File: src/rtl/mem_access_unit_if.sv
// ============================================================================
// Module   : mem_access_unit_if
// Brief    : Pipeline request/response bus plus data-memory port of the
//            MEM-stage access unit.
// Revision : 1.0  initial release
// ============================================================================
`default_nettype none

interface mem_access_unit_if #(
  parameter int ADDR_W = 6
);
  logic              req_valid;
  logic              req_we;
  logic [1:0]        req_size;
  logic              req_unsigned;
  logic [31:0]       req_addr;
  logic [31:0]       req_wdata;
  logic              stall;
  logic              rsp_valid;
  logic              rsp_err;
  logic [31:0]       rsp_rdata;
  logic [ADDR_W-1:0] dm_addr;
  logic [31:0]       dm_wdata;
  logic              dm_load;
  logic              dm_str;
  logic              dm_sel;
  logic [31:0]       dm_rdata;

  // The access unit itself.
  modport slave (
    input  req_valid, req_we, req_size, req_unsigned, req_addr, req_wdata,
    input  dm_rdata,
    output stall, rsp_valid, rsp_err, rsp_rdata,
    output dm_addr, dm_wdata, dm_load, dm_str, dm_sel
  );

  // The pipeline and data memory around it.
  modport master (
    output req_valid, req_we, req_size, req_unsigned, req_addr, req_wdata,
    output dm_rdata,
    input  stall, rsp_valid, rsp_err, rsp_rdata,
    input  dm_addr, dm_wdata, dm_load, dm_str, dm_sel
  );
endinterface

`default_nettype wire

File: src/rtl/mem_access_unit.sv
// ============================================================================
// Module   : mem_access_unit
// Brief    : MEM-stage byte/halfword/word load-store initiator for a 32-bit
//            word-addressed data memory; sub-word stores use read-modify-write.
//            Optional macro BOUNDS_CHECK_EN flags addresses above the memory.
// Revision : 1.0  initial release
// ============================================================================
`default_nettype none

module mem_access_unit #(
  parameter int ADDR_W = 6
) (
  input  wire logic         clk,
  input  wire logic         clr,
  mem_access_unit_if.slave  bus
);

  typedef enum logic [0:0] {
    S_IDLE  = 1'b0,
    S_WRITE = 1'b1
  } state_t;

  localparam logic [31:0] c_BYTE_MASK = 32'h0000_00FF;
  localparam logic [31:0] c_HALF_MASK = 32'h0000_FFFF;

  state_t            r_state;
  state_t            w_state_nxt;
  logic              r_rsp_valid;
  logic              r_rsp_err;
  logic [31:0]       r_rsp_rdata;
  logic [31:0]       r_merge;
  logic [ADDR_W-1:0] r_addr;

  logic [ADDR_W-1:0] w_idx;
  logic              w_misalign;
  logic              w_oob;
  logic              w_err;
  logic [4:0]        w_shift;
  logic [31:0]       w_lane;
  logic [31:0]       w_ext;
  logic [31:0]       w_size_mask;
  logic [31:0]       w_merged;
  logic              w_done;
  logic              w_done_err;
  logic              w_cap_load;
  logic              w_cap_merge;
  logic              w_dm_load;
  logic              w_dm_str;
  logic              w_dm_sel;
  logic              w_stall;
  logic [ADDR_W-1:0] w_dm_addr;
  logic [31:0]       w_dm_wdata;

  assign w_idx      = bus.req_addr[ADDR_W+1:2];
  assign w_misalign = (bus.req_size == 2'b11) ||
                      (bus.req_size == 2'b01 && bus.req_addr[0]) ||
                      (bus.req_size == 2'b10 && bus.req_addr[1:0] != 2'b00);

`ifdef BOUNDS_CHECK_EN
  assign w_oob = |bus.req_addr[31:ADDR_W+2];
`else
  // Upper bits alias onto the memory and take no part in decoding.
  logic w_unused_hi;
  assign w_unused_hi = |bus.req_addr[31:ADDR_W+2];
  assign w_oob       = 1'b0;
`endif

  assign w_err = w_misalign || w_oob;

  // Byte offset drives both load lane extraction and store lane insertion.
  assign w_shift     = {bus.req_addr[1:0], 3'b000};
  assign w_lane      = bus.dm_rdata >> w_shift;
  assign w_size_mask = (bus.req_size == 2'b00) ? c_BYTE_MASK : c_HALF_MASK;
  assign w_merged    = (bus.dm_rdata & ~(w_size_mask << w_shift)) |
                       ((bus.req_wdata & w_size_mask) << w_shift);

  always_comb begin
    w_ext = w_lane;
    case (bus.req_size)
      2'b00:   w_ext = {{24{~bus.req_unsigned & w_lane[7]}},  w_lane[7:0]};
      2'b01:   w_ext = {{16{~bus.req_unsigned & w_lane[15]}}, w_lane[15:0]};
      default: w_ext = w_lane;
    endcase
  end

  always_comb begin
    w_state_nxt = r_state;
    w_done      = 1'b0;
    w_done_err  = 1'b0;
    w_cap_load  = 1'b0;
    w_cap_merge = 1'b0;
    w_dm_load   = 1'b0;
    w_dm_str    = 1'b0;
    w_dm_sel    = 1'b0;
    w_stall     = 1'b0;
    w_dm_addr   = (r_state == S_WRITE) ? r_addr  : w_idx;
    w_dm_wdata  = (r_state == S_WRITE) ? r_merge : bus.req_wdata;
    if (!clr) begin
      case (r_state)
        S_IDLE: begin
          if (bus.req_valid) begin
            if (w_err) begin
              w_done     = 1'b1;
              w_done_err = 1'b1;
            end else if (!bus.req_we) begin
              w_dm_load  = 1'b1;
              w_dm_sel   = 1'b1;
              w_cap_load = 1'b1;
              w_done     = 1'b1;
            end else if (bus.req_size == 2'b10) begin
              w_dm_str = 1'b1;
              w_dm_sel = 1'b1;
              w_done   = 1'b1;
            end else begin
              w_dm_load   = 1'b1;
              w_dm_sel    = 1'b1;
              w_stall     = 1'b1;
              w_cap_merge = 1'b1;
              w_state_nxt = S_WRITE;
            end
          end
        end
        S_WRITE: begin
          w_dm_str    = 1'b1;
          w_dm_sel    = 1'b1;
          w_done      = 1'b1;
          w_state_nxt = S_IDLE;
        end
        default: w_state_nxt = S_IDLE;
      endcase
    end
  end

  always_ff @(posedge clk) begin
    if (clr) begin
      r_state     <= S_IDLE;
      r_rsp_valid <= 1'b0;
      r_rsp_err   <= 1'b0;
      r_rsp_rdata <= 32'h0;
      r_merge     <= 32'h0;
      r_addr      <= '0;
    end else begin
      r_state     <= w_state_nxt;
      r_rsp_valid <= w_done;
      r_rsp_err   <= w_done_err;
      if (w_cap_load) begin
        r_rsp_rdata <= w_ext;
      end
      if (w_cap_merge) begin
        r_merge <= w_merged;
        r_addr  <= w_idx;
      end
    end
  end

  assign bus.stall     = w_stall;
  assign bus.rsp_valid = r_rsp_valid;
  assign bus.rsp_err   = r_rsp_err;
  assign bus.rsp_rdata = r_rsp_rdata;
  assign bus.dm_addr   = w_dm_addr;
  assign bus.dm_wdata  = w_dm_wdata;
  assign bus.dm_load   = w_dm_load;
  assign bus.dm_str    = w_dm_str;
  assign bus.dm_sel    = w_dm_sel;

endmodule

`default_nettype wire

File: src/flat_wrapper.sv
// flat-port wrapper written by rule: the top's interface ports become plain ports
module mem_access_unit_flat 
#(
  parameter int ADDR_W = 6
)
  (clk, clr, bus_req_valid, bus_req_we, bus_req_size, bus_req_unsigned, bus_req_addr, bus_req_wdata, bus_dm_rdata, bus_stall, bus_rsp_valid, bus_rsp_err, bus_rsp_rdata, bus_dm_addr, bus_dm_wdata, bus_dm_load, bus_dm_str, bus_dm_sel);
  mem_access_unit_if #(.ADDR_W(ADDR_W)) bus_i ();
  input  wire logic clk;
  input  wire logic clr;
  input wire logic [$bits(bus_i.req_valid)-1:0] bus_req_valid;
  input wire logic [$bits(bus_i.req_we)-1:0] bus_req_we;
  input wire logic [$bits(bus_i.req_size)-1:0] bus_req_size;
  input wire logic [$bits(bus_i.req_unsigned)-1:0] bus_req_unsigned;
  input wire logic [$bits(bus_i.req_addr)-1:0] bus_req_addr;
  input wire logic [$bits(bus_i.req_wdata)-1:0] bus_req_wdata;
  input wire logic [$bits(bus_i.dm_rdata)-1:0] bus_dm_rdata;
  output wire logic [$bits(bus_i.stall)-1:0] bus_stall;
  output wire logic [$bits(bus_i.rsp_valid)-1:0] bus_rsp_valid;
  output wire logic [$bits(bus_i.rsp_err)-1:0] bus_rsp_err;
  output wire logic [$bits(bus_i.rsp_rdata)-1:0] bus_rsp_rdata;
  output wire logic [$bits(bus_i.dm_addr)-1:0] bus_dm_addr;
  output wire logic [$bits(bus_i.dm_wdata)-1:0] bus_dm_wdata;
  output wire logic [$bits(bus_i.dm_load)-1:0] bus_dm_load;
  output wire logic [$bits(bus_i.dm_str)-1:0] bus_dm_str;
  output wire logic [$bits(bus_i.dm_sel)-1:0] bus_dm_sel;
  assign bus_i.req_valid = bus_req_valid;
  assign bus_i.req_we = bus_req_we;
  assign bus_i.req_size = bus_req_size;
  assign bus_i.req_unsigned = bus_req_unsigned;
  assign bus_i.req_addr = bus_req_addr;
  assign bus_i.req_wdata = bus_req_wdata;
  assign bus_i.dm_rdata = bus_dm_rdata;
  assign bus_stall = bus_i.stall;
  assign bus_rsp_valid = bus_i.rsp_valid;
  assign bus_rsp_err = bus_i.rsp_err;
  assign bus_rsp_rdata = bus_i.rsp_rdata;
  assign bus_dm_addr = bus_i.dm_addr;
  assign bus_dm_wdata = bus_i.dm_wdata;
  assign bus_dm_load = bus_i.dm_load;
  assign bus_dm_str = bus_i.dm_str;
  assign bus_dm_sel = bus_i.dm_sel;
  mem_access_unit #(.ADDR_W(ADDR_W)) u_core (.clk(clk), .clr(clr), .bus(bus_i));
endmodule
File: config.mk
export PLATFORM = sky130hd
export DESIGN_NAME = mem_access_unit_flat
export DESIGN_NICKNAME = d
export VERILOG_FILES = /design/src/rtl/mem_access_unit_if.sv /design/src/rtl/mem_access_unit.sv /design/src/flat_wrapper.sv
export SDC_FILE = /design/constraint.sdc
export NUM_CORES = 1
export LEC_CHECK = 0
export CAP_MARGIN = 25
export CORE_MARGIN = 2
export CORE_UTILIZATION = 55
export DETAILED_ROUTE_END_ITERATION = 7
export DONT_BUFFER_PORTS = 1
export PLACE_DENSITY = 0.71
export RECOVER_POWER = 25
export SETUP_SLACK_MARGIN = 0.3
export SLEW_MARGIN = 10
export SYNTH_ARGS = -nofsm -noshare
export SYNTH_HDL_FRONTEND = slang
export SYNTH_SLANG_ARGS = --single-unit
export TNS_END_PERCENT = 30
File: constraint.sdc
create_clock -name clk -period 2.3 [get_ports clk]
set_input_delay 0.69 -clock clk [delete_from_list [all_inputs] [get_ports clk]]
set_output_delay 0.69 -clock clk [all_outputs]
set_load 0.01 [all_outputs]
After elaboration in Yosys (flattened, before gate mapping):

Cells that the tools add are included.

* register bits after elaboration: 73
* input bits: 103
* word-level logic and storage cells: 64

* eq/ne operators: 3
* shift-type cells: 3
* multiplexer cells: 36
* bitwise gates (word level): 9
* reductions and logical operators: 7

Operator list (count)
* $and 32x32->32: 2
* $pmux 32 s2: 1
* $shl 32x5->32: 2
* $mux 32: 1
* $not 32->32: 1
* $or 32x32->32: 1
* $shr 32x5->32: 1
* $mux 1: 28
* $mux 16: 1
* $pmux 1 s2: 4
* $mux 6: 1
* $eq 2x2->1 const B: 2
* $not 1->1: 3
* $reduce_or 3->1: 1
* $and 1x1->1: 2
* $eq 2x1->1 const B: 1
* $logic_and 1x1->1: 2
* $logic_not 2->1: 1
* $logic_or 1x1->1: 2
* $reduce_bool 2->1: 1

Logic depth before layout (Yosys ltp):

Gate-level depths: netlist of run 1.

* depth in word-level cells: 8
* mapped depth: 8

Worst setup path after synthesis of run 1:

No wires, ideal clock.

* kind: input to output
* start: input port bus_req_size[0]
* end: output port bus_dm_str
* data arrival time: 1.815 ns
* data required time: 1.610 ns
* slack: -0.205 ns
* stages: 5
* path through: buf_4 nor3_2 o21ai_0 a21oi_1 o21a_1

* cells in the longest elaborated chain, start to end: 8
* elaborated cells on any way between the ends: 13
* classes of those cells: 3 x eq/ne; 6 x mux; 4 x reduce/logical

Ends and longest elaborated chain
* start, declared: line flat_wrapper.sv:12 `input wire logic [$bits(bus_i.req_size)-1:0] bus_req_size;`
* $eq 2x1->1: line mem_access_unit.sv:56 `(bus.req_size == 2'b01 && bus.req_addr[0]) ||`
* $logic_and 1x1->1: line mem_access_unit.sv:56
* $logic_or 1x1->1: line mem_access_unit.sv:55 `assign w_misalign = (bus.req_size == 2'b11) ||`
* $logic_or 1x1->1: line mem_access_unit.sv:56
* $mux 1 (*): line mem_access_unit.sv:102 `if (w_err) begin`
* $mux 1 (*): line mem_access_unit.sv:101 `if (bus.req_valid) begin`
* $pmux 1 s2 (*): line mem_access_unit.sv:99 `case (r_state)`
* $mux 1 (*): line mem_access_unit.sv:98 `if (!clr) begin`
* end, declared: line flat_wrapper.sv:24 `output wire logic [$bits(bus_i.dm_str)-1:0] bus_dm_str;`

Every way passes the cells marked *; elsewhere a longest branch is shown, timed or not.

Final worst setup path of run 1:

* start: register u_core.r_state
* end: output port bus_stall

* cells in the longest elaborated chain, start to end: 2

Ends and longest elaborated chain
* start, declared: line mem_access_unit.sv:26 `state_t r_state;`
* start signal, assigned: line mem_access_unit.sv:143 `r_state <= w_state_nxt;`
* $mux 1: line mem_access_unit.sv:99
* $mux 1: line mem_access_unit.sv:98
* end, declared: line flat_wrapper.sv:17 `output wire logic [$bits(bus_i.stall)-1:0] bus_stall;`

No other way between the ends.

==> results of run 1 <==
-- state kept, by name, indices dropped and copies added (netlist names) --
register              cells
u_core.r_addr             6
u_core.bus.rsp_err        1
u_core.bus.rsp_rdata     32
u_core.r_state            1
u_core.bus.rsp_valid      1
u_core.r_merge           32
-- through the flow --
step                area (µm²)   util  std cells  hold slack (ns)  setup WS (ns)
detailed placement        4520  0.556        608            0.440          0.249
CTS                       4870  0.598        630            0.387          0.214
global placement          4520  0.556        608            0.433          0.300
floorplan                 4620      -        543            0.428         0.0164
global route              4880  0.600        631            0.390          0.193
finish                    4880  0.600        631            0.391          0.233
-- worst min-delay path by stage --
stage,end,from,slack [ns]
floorplan,u_core.r_merge[22],u_core.r_merge[22],0.43
global placement,u_core.r_addr[0],u_core.r_addr[0],0.43
detailed placement,u_core.r_addr[5],u_core.r_addr[5],0.44
CTS,u_core.r_merge[7],clr,0.39
global route,u_core.r_merge[7],clr,0.39
finish,u_core.bus.rsp_rdata[7],clr,0.39
-- logic make-up (layout without fill, tap and decap cells) --
family                    count (synthesis)  after routing  synth area share
and+or+nand+nor                         183            183             0.178
AOI/OAI and AO/OA                       159            159             0.260
DFF                                      73             73             0.319
muxes                                    70             70             0.167
buffers and inverters                    57             40            0.0740
xor gates and xnor gates                  1              1           0.00191
-- cell type report --
cell class              instances  area [µm²]
flip-flops and latches         73        1470
clock buffers                  10         138
clock inverters                 6         113
well taps                     105         131
multi-input cells             413        2800
repair buffers                 19         216
fillers                       682        3250
inverters                       5        23.8
-- cell usage in the layout (no fill, tap or decap), types with 3 or more instances in the layout --
cell,netlist,final
nand2_1,102,102
a211oi_2,6,6
a311oi_2,8,8
clkbuf_8,0,10
o22ai_1,16,16
o21ai_0,22,20
a211o_1,11,11
nor2_1,38,37
mux2_2,51,51
o22a_1,7,7
dfxtp_1,73,72
o2111ai_1,5,5
a31oi_1,5,5
inv_1,3,3
buf_4,5,13
nand3_1,11,11
bufinv_16,0,3
o211ai_1,11,11
nand3b_1,4,4
nor2b_1,11,11
nand2b_1,6,6
mux2i_1,19,19
buf_12,0,4
a21oi_1,36,35
a211oi_1,21,21
-- where the power goes --
part | internal, µW | leakage (µW) | total [µW] | switching [µW]
Sequential | 1300 | 0.000592 | 1330 | 33.3
Clock | 757 | 0.000127 | 1300 | 543
Combinational | 187 | 0.000896 | 389 | 202
-- worst max-delay path, stage by stage (launching register included) --
cell and delay (ns):
dfxtp_4 0.40, buf_12 0.15, nor3b_4 0.20, buf_6 0.13, nand3_4 0.07, clkinv_4 0.07
-- metal layers --
metal,vias to the layer above,wire (µm)
li1,1914,-
met1,1944,5450
met2,160,6280
met3,22,991
met4,0,325
met5,-,0
-- what timing repair did --
item                       CTS  global route
setup endpoints to repair   42            48
hold endpoints to repair     0             0
setup buffers                5             1
pin swaps                    2             6
resized for setup            4             2
cloned                       1             0
==> run_results.csv, run 1 <==
group,metric,value,unit
grt,grt_use_total,0.283,
worst_setup_path,path_class,"reg -> out",
sta,rsz0062_at_grt,"yes",
clock_tree,root_buffer,"clkbuf_8",
worst_setup_path,path_max_fanout,6,
routing,avgRoutedWirePerCell,20.7,µm
logic_synthesis,ys_types,46,
routing,vias,4040,
final_layout,layout-drive-gt1-share,0.221,
routing,drt_wl_total,13000,µm
final_layout,syn_to_final_growth,6.61,%
clock_tree,clk_latency,0.36,ns
floorplanning,num_io_pins,179,
final_layout,nets,624,
job,drv_cap,0,
logic_synthesis,syn-cell-area,4580,µm²
clock_tree,clock_sinks,73,
grt,top_usage_layer,"met2",
logic_synthesis,synth_top_flop_cell,"dfxtp_1",
logic_synthesis,synth.area.top_cells,"dfxtp_1 32%, mux2_2 13%, nand2_1 8.4%",
sta,min_period,2.07,ns
floorplanning,die_area,9070,µm²
clock_tree,cts_made_buffers,9,
grt,grt.met2_usage,0.459,
grt,use_met1,0.364,
grt,first_global_vias,3585,
power_and_ir_drop,irDropWorstVdd,356,µV
logic_synthesis,synth_top_area_cell,"dfxtp_1",
worst_setup_path,ff2ff_path_depth,7,
worst_setup_path,crit_path_end,"bus_stall",
clock_tree,cts_tree,"done",
floorplanning,start_util,0.563,
worst_setup_path,crit_arrival,1.38,ns
routing,drc,0,
logic_synthesis,synth-async-reset-ratio,0,
logic_synthesis,netlist_instances,543,
hold_path,hp-class,"in -> reg",
grt,grt_first_pass_wirelength,19500,µm
worst_setup_path,r2r-start,"u_core.r_state",
logic_synthesis,synth.most_common_cell,"nand2_1",
floorplanning,fp.dieW,95.2,µm
routing,drtIter0Drc,311,
floorplanning,core,8130,µm²
sta,setup_viol,0,
sta,hold_viol_final,0,
status,status,"finished, final reports clean",
power_and_ir_drop,power.total,3020,µW
worst_setup_path,critPathLaunch,"u_core.r_state",
place,gp_congestion,0.852,
routing,viasPerCell,6.40,
sta,fmax,0.484,GHz
logic_synthesis,syn-num-nets,646,
logic_synthesis,avgSynthCellArea,8.43,µm²
clock_tree,htreeDepth,3,
grt,grt_start_max_net_pins,74,
clock_tree,clk_pin_slew,0.09,ns
logic_synthesis,synth_warnings,0,
power_and_ir_drop,p_per_area,618,nW/µm²
final_layout,n_antenna_cell,0,
worst_setup_path,reg2reg_slack,0.41,ns
worst_setup_path,end_kind,"primary output",
place,dp_hpwl,9020,µm
clock_tree,cts_buffer_depth,2,
grt,grt.met3_usage,0.0656,
worst_setup_path,start_kind,"flip-flop",
grt,overflow,0,
worst_setup_path,r2r-end,"u_core.bus.rsp_rdata[19]",
floorplanning,rows,33,
sta,tns,0,ns
clock_tree,holdBufCountCts,0,
logic_synthesis,ys_ff_latch,73,
grt,antenna_found_initial,0,
logic_synthesis,netlist_top_cells_count,"102 x nand2_1, 73 x dfxtp_1, 51 x mux2_2",
floorplanning,dieHeight,95.2,µm
routing,drtAntennaViolNets,0,
place,io_buffers,0,
sta,fin_worst_skew,0.0140,ns
power_and_ir_drop,p_leak,0.00162,µW
hold_path,worstHoldPathCells,1,
sta,post-route-period-util,0.899,
sta,drv_slew,0,
sta,tightest_slew,0.501,ns
logic_synthesis,ys_seq_area_frac,0.319,
routing,dr.pass1.iters,5,
logic_synthesis,synth_edf_count,0,
logic_synthesis,synth_top_area_share,0.319,
worst_setup_path,required,1.61,ns
sta,max_slew_margin,0.665,
(Power assumes the default switching activity.)
==> run 2, diff against run 1 <==
MAX_ROUTING_LAYER = met4   (was unset)
==> run_results.csv, run 2 (synthesis results as in run 1) <==
group,metric,value,unit
status,status,"finished, final reports clean",
worst_setup_path,crit_slowest_cell,"dfxtp_4",
clock_tree,clk_latency,0.36,ns
floorplanning,core,8130,µm²
clock_tree,clk_pin_slew,0.09,ns
grt,overflow,0,
sta,rsz0062_at_grt,"yes",
floorplanning,start_util,0.563,
place,io_buffers,0,
floorplanning,dieHeight,95.2,µm
routing,drtAntennaViolNets,0,
final_layout,nets,624,
routing,vias,4040,
power_and_ir_drop,power.total,3010,µW
grt,grt_start_max_net_pins,74,
floorplanning,die_area,9070,µm²
grt,grt_use_total,0.290,
sta,hold_viol_final,0,
clock_tree,cts_made_buffers,9,
final_layout,layout_common_cells,"102 x nand2_1, 72 x dfxtp_1, 51 x mux2_2",
final_layout,fin_area,4880,µm²
worst_setup_path,cp.depth,5,
power_and_ir_drop,p_per_area,617,nW/µm²
sta,max_slew_margin,0.661,
routing,viasPerCell,6.40,
sta,min_period,2.07,ns
sta,layout_setup_ws,0.235,ns
floorplanning,num_io_pins,179,
sta,post-route-period-util,0.898,
routing,dr.pass1.iters,6,
worst_setup_path,max_stage_delay,0.40,ns
worst_setup_path,start_kind,"flip-flop",
floorplanning,fp.dieW,95.2,µm
place,dpl_cell_area,4520,µm²
worst_setup_path,path_max_fanout,6,
sta,finalHoldWorstSlack,0.399,ns
worst_setup_path,ff2ff_path_depth,7,
grt,antenna_found_initial,0,
final_layout,fill_cells,682,
worst_setup_path,end_kind,"primary output",
final_layout,final_common_cell,"nand2_1",
worst_setup_path,crit_arrival,1.38,ns
routing,drc,0,
worst_setup_path,path_class,"reg -> out",
final_layout,multi_input_area,2800,µm²
sta,fin_worst_skew,0.0113,ns
sta,tightest_slew,0.507,ns
sta,drv_slew,0,
sta,tns,0,ns
sta,fmax,0.484,GHz
hold_path,hp-class,"in -> reg",
hold_path,worstHoldPathCells,1,
floorplanning,rows,33,
place,place_ws,0.249,ns
job,drv_cap,0,
final_layout,register_area,1470,µm²
routing,drt_wl_total,13100,µm
place,gp_congestion,0.865,
grt,grt_first_pass_wirelength,19500,µm
place,dp_hpwl,9020,µm
clock_tree,cts_tree,"done",
final_layout,syn_to_final_growth,6.61,%
routing,drtIter0Drc,318,
worst_setup_path,critical_path_buf_inv_count,3,
routing,avgRoutedWirePerCell,20.7,µm
clock_tree,clock_sinks,73,
clock_tree,cts_buffer_depth,2,
worst_setup_path,crit_path_cell_trace,"buf_12 -> nor3b_4 -> buf_6 -> nand3_4 -> clkinv_4",
final_layout,layout-drive-gt1-share,0.221,
power_and_ir_drop,irDropWorstVdd,357,µV
final_layout,n_antenna_cell,0,
grt,first_global_vias,3601,
worst_setup_path,required,1.61,ns
worst_setup_path,critPathTopFamily,"flip-flops",
sta,setup_viol,0,
clock_tree,htreeDepth,3,
clock_tree,root_buffer,"clkbuf_8",
power_and_ir_drop,p_leak,0.00162,µW
[run 2: cell counts in the layout (fill, tap and decap cells not counted)]
Identical to the previous run, type by type.
[run 2: what timing repair did]
action | 4_1_cts | 5_1_grt
gates resized for setup | 4 | 2
cloned | 1 | 0
endpoints found under the hold margin | 0 | 0
hold buffers | 0 | 0
pin swaps | 2 | 6
setup endpoints to repair | 42 | 48
buffers inserted | 5 | 1
[run 2: routing by layer]
| layer | GRT usage | wire length (µm) | up-vias |
|---|---|---|---|
| met5 | - | 0 | - |
| met4 | 0.107 | 306 | 0 |
| li1 | - | - | 1908 |
| met2 | 0.456 | 6230 | 180 |
| met3 | 0.0640 | 1160 | 21 |
| met1 | 0.366 | 5360 | 1931 |
[run 2: area by class of cell]
cell class	count	area share
multi-input cells	413	0.573
flip-flops and latches	73	0.300
repair buffers	19	0.0443
clock buffers	10	0.0282
well taps	105	0.0269
clock inverters	6	0.0231
inverters	5	0.00487
[run 2: final timing paths]
kind / startpoint / slack, ns / to
setup / recovery: u_core.r_state / 0.23 / bus_stall
hold / removal: clr / 0.40 / u_core.bus.rsp_rdata[7]
hold reg to reg: u_core.r_addr[0] / 0.45 / u_core.r_addr[0]
setup reg to reg: u_core.r_state / 0.40 / u_core.bus.rsp_rdata[19]
[run 2: report_power, final]
part           total, µW  switching [µW]  internal, µW
Sequential          1330            33.2          1300
Combinational        390             203           187
Clock               1290             537           757
Total               3010             773          2240
[run 2: stage by stage]
| step | instances | utilization |
|---|---|---|
| global placement | 608 | 0.556 |
| detailed placement | 608 | 0.556 |
| global route | 631 | 0.600 |
| CTS | 630 | 0.598 |
| floorplan | 543 | - |
| finish | 631 | 0.600 |
==> run 3, diff against run 2 <==
PLACE_DENSITY = 0.68   (was 0.71)
clock period = 1.91 ns   (was 2.3 ns; I/O delays follow)
==> run_results.csv, run 3 (synthesis results as in run 1) <==
group,metric,value,unit
status,status,"complete, but fails checks",
status,violations,"negative setup slack",
floorplanning,core,8130,µm²
routing,dr.pass1.iters,6,
routing,viasPerCell,6.48,
worst_setup_path,crit_slowest_cell,"dfxtp_4",
worst_setup_path,end_kind,"primary output",
sta,drv_slew,0,
clock_tree,htreeDepth,3,
floorplanning,fp.dieW,95.2,µm
final_layout,nets,623,
clock_tree,cts_made_buffers,9,
hold_path,worstHoldPathCells,1,
grt,overflow,0,
worst_setup_path,path_class,"reg -> out",
place,dp_cells,612,
routing,vias,4079,
power_and_ir_drop,irDropWorstVdd,337,µV
routing,avgRoutedWirePerCell,21.7,µm
power_and_ir_drop,p_per_area,646,nW/µm²
worst_setup_path,reg2reg_slack,0.04,ns
clock_tree,holdBufCountCts,0,
floorplanning,start_util,0.563,
grt,first_global_vias,3671,
grt,grt_use_total,0.301,
power_and_ir_drop,p_leak,0.00171,µW
sta,layout_setup_ws,-0.0211,ns
worst_setup_path,ff2ff_path_depth,5,
sta,min_period,1.93,ns
grt,grt_start_max_net_pins,74,
routing,drtAntennaViolNets,0,
final_layout,n_antenna_cell,0,
worst_setup_path,crit_path_cell_trace,"buf_12 -> mux2_2",
clock_tree,clk_latency,0.36,ns
hold_path,min_to,"u_core.r_addr[1]",
floorplanning,rows,33,
routing,drtIter0Drc,263,
place,place_ws,-0.106,ns
worst_setup_path,r2r-start,"u_core.r_state",
sta,finalHoldWorstSlack,0.275,ns
routing,top_layer,"met4",
floorplanning,die_area,9070,µm²
routing,routed-wl-met3,1610,µm
clock_tree,clk_pin_slew,0.07,ns
job,drv_cap,0,
grt,grt_first_pass_wirelength,20100,µm
worst_setup_path,start_kind,"flip-flop",
clock_tree,clock_sinks,73,
sta,tightest_slew,0.584,ns
grt,antenna_found_initial,0,
sta,tns,-0.367,ns
floorplanning,dieHeight,95.2,µm
sta,rsz0062_at_grt,"yes",
sta,hold_viol_final,0,
sta,fin_worst_skew,0.00868,ns
routing,drc,0,
floorplanning,num_io_pins,179,
sta,fmax,0.518,GHz
worst_setup_path,crit_arrival,1.36,ns
place,dp_hpwl,9380,µm
routing,wl_met2,6220,µm
sta,max_slew_margin,0.610,
clock_tree,root_buffer,"clkbuf_8",
worst_setup_path,path_max_fanout,23,
sta,post-route-period-util,1.01,
hold_path,hp-class,"in -> reg",
place,gp_congestion,0.847,
clock_tree,cts_tree,"done",
final_layout,final_common_cell,"nand2_1",
final_layout,final_cells,629,
clock_tree,cts_buffer_depth,2,
hold_path,hold_start,"clr",
routing,met1Wirelength,5580,µm
final_layout,syn_to_final_growth,11.6,%
routing,drt_wl_total,13600,µm
worst_setup_path,required,1.34,ns
worst_setup_path,r2r-end,"u_core.bus.rsp_rdata[6]",
final_layout,layout_common_cells,"102 x nand2_1, 72 x dfxtp_1, 38 x mux2_2",
final_layout,layout-drive-gt1-share,0.303,
sta,setup_viol,23,
worst_setup_path,max_stage_delay,0.42,ns
place,io_buffers,0,
-- run 3: cell types whose count changed in the layout (fill, tap and decap cells not counted), sizes merged --
| cell | previous run | this run |
|---|---|---|
| buf | 19 | 18 |
| clkbuf | 10 | 11 |
| clkinv | 3 | 5 |
| bufinv | 3 | 1 |
| inv | 5 | 3 |
-- run 3: cell type report --
| type | count | area (µm²) |
|---|---|---|
| clock buffer | 11 | 131 |
| clock inverter | 4 | 45.0 |
| fill | 699 | 3030 |
| inverter | 5 | 23.8 |
| multi-input combinational | 413 | 3100 |
| sequential | 73 | 1470 |
| tap | 105 | 131 |
| timing repair buffer | 18 | 214 |
-- run 3: worst max-delay path, delay by kind of cell, from the launching register on --
kind     cells  cell delay [ns]
flops        1             0.42
buf+inv      1             0.18
mux          1             0.38
-- run 3: how the worst max path moves through the flow --
stage,endpoint,cells after the start,startpoint,slack [ns]
floorplan,bus_dm_str,5,bus_req_addr[1],-0.14
global placement,u_core.r_merge[9],5,bus_req_size[1],-0.06
detailed placement,u_core.r_merge[8],5,bus_req_size[1],-0.11
CTS,bus_dm_wdata[24],2,u_core.r_state,-0.04
global route,bus_dm_wdata[25],2,u_core.r_state,-0.06
finish,bus_dm_wdata[24],2,u_core.r_state,-0.02
-- run 3: through the flow --
stage	utilization	instance area, µm²	total power, µW
final	0.628	5110	3300
after global routing	0.628	5110	3440
after CTS	0.604	4920	3280
after detailed placement	0.577	4690	2120
after global placement	0.577	4690	2110
after floorplan	-	4750	2130
-- run 3: power by group --
part / switching [µW] / internal, µW
clock: 587 / 591
sequential: 46.1 / 1560
combinational: 267 / 249
-- run 3: per-layer routing --
| metal | track usage | vias up |
|---|---|---|
| li1 | - | 1907 |
| met3 | 0.0980 | 20 |
| met5 | - | - |
| met2 | 0.444 | 211 |
| met4 | 0.115 | 0 |
| met1 | 0.382 | 1941 |
-- run 3: timing repair --
| action | in CTS | in global routing |
|---|---|---|
| buffers inserted | 2 | 0 |
| gates resized for setup | 11 | 50 |
| endpoints found under the setup margin | 75 | 74 |
| pin swaps | 3 | 41 |
